File: config.mk
export PLATFORM = sky130hd
export DESIGN_NAME = program_counter_stack
export DESIGN_NICKNAME = d
export VERILOG_FILES = /design/src/rtl/program_counter_stack.sv
export SDC_FILE = /design/constraint.sdc
export NUM_CORES = 1
export LEC_CHECK = 0
export BUFFER_PORTS_ARGS = -buffer_cell sky130_fd_sc_hd__buf_2
export CAP_MARGIN = 20
export CORE_AREA = 8 8 79 133
export CTS_CLUSTER_SIZE = 10
export DETAILED_ROUTE_END_ITERATION = 10
export DIE_AREA = 0 0 87 141
export SYNTH_ARGS = -nofsm -noshare
export SYNTH_HDL_FRONTEND = slang
export SYNTH_SLANG_ARGS = --single-unit
export TNS_END_PERCENT = 5
File: constraint.sdc
create_clock -name clk_main -period 2.78 [get_ports clk_main]
set_input_delay 0.278 -clock clk_main [delete_from_list [all_inputs] [get_ports clk_main]]
set_output_delay 0.278 -clock clk_main [all_outputs]
set_load 0.05 [all_outputs]
File: src/rtl/program_counter_stack.sv
// -----------------------------------------------------------------------------
// program_counter_stack
//
// Program counter for the single-cycle datapath. The decoder selects the next
// PC through PS. The options are hold, increment, relative branch, absolute
// jump, call and return. Call pushes the return address onto a small LIFO.
// Return pops the return address from that LIFO. Stack overflow and underflow
// attempts raise sticky flags for the control unit. A stall input (en=0)
// freezes all state.
//
// Ports:
//   clk_main     in   system clock, all state updates on the rising edge
//   reset        in   synchronous active-high reset, beats every other input
//   en           in   1 = execute PS this cycle, 0 = stall
//   PS           in   [2:0] PC operation select
//   A            in   [PC_W-1:0] absolute target for jump / call
//   SA, SB       in   [SEL_W-1:0] upper / lower halves of the branch offset
//   PC           out  [PC_W-1:0] current program counter (registered)
//   sp           out  number of valid return-address entries
//   stack_full   out  sp == STACK_DEPTH
//   stack_empty  out  sp == 0
//   ovf_err      out  sticky: call attempted while the stack was full
//   udf_err      out  sticky: return attempted while the stack was empty
// -----------------------------------------------------------------------------
module program_counter_stack #(
  parameter int              PC_W        = 6,
  parameter int              SEL_W       = 4,
  parameter int              STACK_DEPTH = 4,
  parameter logic [PC_W-1:0] RESET_VEC   = '0
) (
  input  logic                         clk_main,
  input  logic                         reset,
  input  logic                         en,
  input  logic [2:0]                   PS,
  input  logic [PC_W-1:0]              A,
  input  logic [SEL_W-1:0]             SA,
  input  logic [SEL_W-1:0]             SB,
  output logic [PC_W-1:0]              PC,
  output logic [$clog2(STACK_DEPTH):0] sp,
  output logic                         stack_full,
  output logic                         stack_empty,
  output logic                         ovf_err,
  output logic                         udf_err
);

  localparam int PTR_W = $clog2(STACK_DEPTH);
  localparam int SP_W  = PTR_W + 1;
  localparam int OFF_W = 2 * SEL_W;

  typedef enum logic [2:0] {
    OP_HOLD   = 3'b000,
    OP_INC    = 3'b001,
    OP_BRANCH = 3'b010,
    OP_JUMP   = 3'b011,
    OP_CALL   = 3'b100,
    OP_RETURN = 3'b101
  } pc_op_e;

  logic [PC_W-1:0]  pc_q, pc_d;
  logic [SP_W-1:0]  sp_q, sp_d;
  logic             ovf_q, ovf_d;
  logic             udf_q, udf_d;
  logic [PC_W-1:0]  stack_q [STACK_DEPTH];

  logic [PC_W-1:0]  pc_plus1;
  logic [PC_W-1:0]  off_ext;
  logic [OFF_W-1:0] off_raw;
  logic [PTR_W-1:0] push_idx;
  logic [PTR_W-1:0] pop_idx;
  logic             push;
  pc_op_e           op;

  assign op       = pc_op_e'(PS);
  assign pc_plus1 = pc_q + PC_W'(1);
  assign off_raw  = {SA, SB};
  // Entries occupy stack_q[0 .. sp-1]. The next push lands at sp.
  // The top entry is at sp-1.
  assign push_idx = sp_q[PTR_W-1:0];
  assign pop_idx  = sp_q[PTR_W-1:0] - PTR_W'(1);

  // Fit the two's-complement branch offset to PC_W bits. A wide offset is
  // truncated, which is equivalent modulo 2^PC_W. A narrow offset is
  // sign-extended.
  generate
    if (OFF_W > PC_W) begin : g_off_trunc
      logic unused_off_hi;
      assign unused_off_hi = ^off_raw[OFF_W-1:PC_W];
      assign off_ext       = off_raw[PC_W-1:0];
    end else if (OFF_W == PC_W) begin : g_off_same
      assign off_ext = off_raw;
    end else begin : g_off_sext
      assign off_ext = {{(PC_W-OFF_W){off_raw[OFF_W-1]}}, off_raw};
    end
  endgenerate

  assign stack_full  = (sp_q == SP_W'(STACK_DEPTH));
  assign stack_empty = (sp_q == '0);

  // NOTE: every always_comb output gets a default first, so no path can leave
  // a signal unassigned and infer a latch.
  always_comb begin
    pc_d  = pc_q;
    sp_d  = sp_q;
    ovf_d = ovf_q;
    udf_d = udf_q;
    push  = 1'b0;
    if (en) begin
      case (op)
        OP_INC:    pc_d = pc_plus1;
        OP_BRANCH: pc_d = pc_q + off_ext;
        OP_JUMP:   pc_d = A;
        OP_CALL: begin
          if (!stack_full) begin
            push = 1'b1;
            sp_d = sp_q + SP_W'(1);
            pc_d = A;
          end else begin
            ovf_d = 1'b1;
          end
        end
        OP_RETURN: begin
          if (!stack_empty) begin
            pc_d = stack_q[pop_idx];
            sp_d = sp_q - SP_W'(1);
          end else begin
            udf_d = 1'b1;
          end
        end
        default: ; // HOLD and the reserved codes leave everything unchanged
      endcase
    end
  end

  // NOTE: sequential state uses non-blocking assignments only, so every flop
  // samples the values from before the edge.
  always_ff @(posedge clk_main) begin
    if (reset) begin
      pc_q  <= RESET_VEC;
      sp_q  <= '0;
      ovf_q <= 1'b0;
      udf_q <= 1'b0;
    end else begin
      pc_q  <= pc_d;
      sp_q  <= sp_d;
      ovf_q <= ovf_d;
      udf_q <= udf_d;
    end
  end

  // NOTE: the stack array has no reset. sp=0 already marks every entry
  // invalid, so clearing the storage would only cost logic.
  always_ff @(posedge clk_main) begin
    if (!reset && push) begin
      stack_q[push_idx] <= pc_plus1;
    end
  end

  assign PC      = pc_q;
  assign sp      = sp_q;
  assign ovf_err = ovf_q;
  assign udf_err = udf_q;

endmodule

==> impl_metrics.tcl <==
set metrics [dict create \
    status "completed" \
    synth_warnings 0 \
    postRouteAntennaNets 0 \
    drc_errors 0 \
    tns_ns 0 \
    final_cell_mix "buf_2 (30), edfxtp_1 (24), nor2_1 (14), a21oi_1 (13), dfxtp_1 (11)" \
    fin_crit_ns 2.12 \
    crit_arrival_ns 2.30 \
    grt_busiest_layer "met2" \
    dieWidth_um 87 \
    cts_setup_buffers 0 \
    path_cells "ha_1, a21o_1, a221oi_2, xnor2_1, o32a_1, o41ai_2" \
    nets 227 \
    peakVddDrop_v 0.000185 \
    dp_slack_ns 0.632 \
    final_common_cell "buf_2" \
    grt_max_degree 26 \
    cts.repair.resized 0 \
    cts-root-buf "clkbuf_16" \
    synth_ff_type "edfxtp_1" \
    path_buf_inv 0 \
    cp-startpoint "PC[3]" \
    nFillCells 889 \
    global_route.usage.met1 0.0635 \
    grt_pass1_vias 1442 \
    powerDensity_nw_per_um2 561 \
    via_count 1367 \
    grt.met2_usage 0.151 \
    grt.overflow.total 0 \
    synth-seq-area-share 0.481 \
    grt_util_all_layers 0.0783 \
    relSlewSlack 0.647 \
    setup_viol 0 \
    port_buffers 30 \
    die_y_um 141 \
    critPathCaptureType "flip-flop" \
    dp_hpwl_um 3740 \
    die-area_um2 12300 \
    htree_num_levels 2 \
    routedWlPerCell_um 14.5 \
    cts_buffer_depth 2 \
    hold_slack_ns 0.272 \
    crit_path_top_delay_cell "dfxtp_1" \
    drt-pass1-iter-count 4 \
    syn_area_um2 1960 \
    cts_hold_buf 0 \
    clk_latency_ns 0.28 \
    coreArea_um2 8610 \
    start_util 0.227 \
    diodes 0 \
    syn_nets 196 \
    crit_fanout 6 \
    hold_viol 0 \
    area_growth_pct 20.9 \
    globalplace.congestion 0.754 \
    cts_tree "yes" \
    fp-row-count 45 \
    avgSynthCellArea_um2 11.9 \
    io_pins 33 \
    grt_pass1_wl_um 7190 \
    synthCells 164 \
    r2r-start "PC[3]" \
    synth.distinct_cells 35 \
    synthArstFlopShare 0 \
    rsz0062_at_grt "false" \
    grt.met3_usage 0.0256 \
    drt-initial-drc-count 43 \
    clk_pin_slew_ns 0.05 \
    fin_ws_ns 0.657 \
    synth-edff-count 24 \
    fmax_mhz 471 \
    min_period_over_period 0.764 \
    finalMaxSlewViolations 0 \
    wirelength_um 4530 \
    cp.required_ns 2.96 \
    fin_util 0.275 \
    antenna_found_initial 1 \
    hold_class "in -> reg" \
    routed_via_density 4.37 \
    crit_type "reg -> reg" \
    postPlaceCellArea_um2 2230 \
    p_leak_nw 0.922 \
    clock-skew-final_ns 0.00320 \
    start_kind "flip-flop" \
    critPathTopFamily "compound AO/OA/AOI/OAI gates" \
    clkSinkCount 35 \
    drive_above_1_share 0.250 \
    cap_violations 0 \
    min-delay-start "en" \
    worst_slew_pin_slew_ns 0.528 \
    cpPeakStageDelay_ns 0.44 \
    design_area_um2 2360 \
    synth_seq_cells 35 \
    numCtsBuffers 5 \
]
## path summary, 6_finish.rpt
check | endpoint | slack, ns | depth (start not counted)
max | PC[5] | 0.66 | 6
max reg2reg | PC[5] | 0.66 | 6
min reg2reg | udf_err | 0.47 | 2
min | udf_err | 0.27 | 3
## registers in the layout (all words and copies together) (netlist names)
signal and flops:
PC 6, ovf_err 1, sp 3, stack_q 24, udf_err 1
## power by group
part	switching, mW	internal (mW)	leakage [nW]
clock	0.201	0.326	0.0659
combinational	0.132	0.0838	0.548
sequential	0.0136	0.571	0.308
total	0.346	0.981	0.922
## layer usage
layer | part of all wire | vias up
li1 | - | 673
met1 | 0.34 | 659
met2 | 0.59 | 21
met3 | 0.041 | 12
met4 | 0.032 | 2
met5 | 0.0018 | -
## worst reg2reg max path, cell delays in order, from the launching register on
cell and delay [ns]:
dfxtp_1 0.44, ha_1 0.32, a21o_1 0.23, a221oi_2 0.29, xnor2_1 0.14, o32a_1 0.31, o41ai_2 0.31
## area by class of cell
cell class	instances	area, µm²	share of cell area
repair buffers	32	165	0.0698
well taps	117	146	0.0619
inverters	6	22.5	0.00952
clock buffers	6	129	0.0545
flip-flops and latches	35	941	0.398
multi-input cells	115	953	0.403
clock inverters	2	7.51	0.00317
## metrics by stage
stage	total power, mW	cells
after global routing	1.38	313
final	1.33	313
after detailed placement	0.814	305
after CTS	1.34	313
after floorplan	0.753	164
after global placement	0.811	305
## Yosys cell counts (all sizes together), types with 2 or more instances
| cell | instances | area, µm² |
|---|---|---|
| xor2 | 7 | 61.3 |
| dfxtp | 11 | 220 |
| fa | 2 | 40.0 |
| mux2 | 3 | 33.8 |
| mux4 | 6 | 135 |
| nand2b | 2 | 12.5 |
| o21ai | 4 | 20.0 |
| o22ai | 3 | 18.8 |
| nand3 | 3 | 15.0 |
| buf | 7 | 35.0 |
| a31oi | 2 | 12.5 |
| nand2 | 6 | 22.5 |
| a211oi | 2 | 15.0 |
| inv | 6 | 22.5 |
| ha | 10 | 125 |
| edfxtp | 24 | 721 |
| xnor2 | 5 | 43.8 |
| mux2i | 6 | 60.1 |
| a21oi | 13 | 65.1 |
| o32a | 2 | 20.0 |
| nor2 | 14 | 52.6 |
| nand3b | 3 | 22.5 |
| a211o | 3 | 26.3 |
| and2 | 5 | 31.3 |
| a21o | 2 | 15.0 |
| nor2b | 4 | 25.0 |
## cell families after synthesis
group | share of synthesized area
compound gates | 0.129
xor+xnor | 0.0537
fa+ha+maj | 0.0845
buf+inv | 0.0313
flops | 0.481
mux | 0.117
simple gates | 0.104
Power figures use the tool's default switching activity.
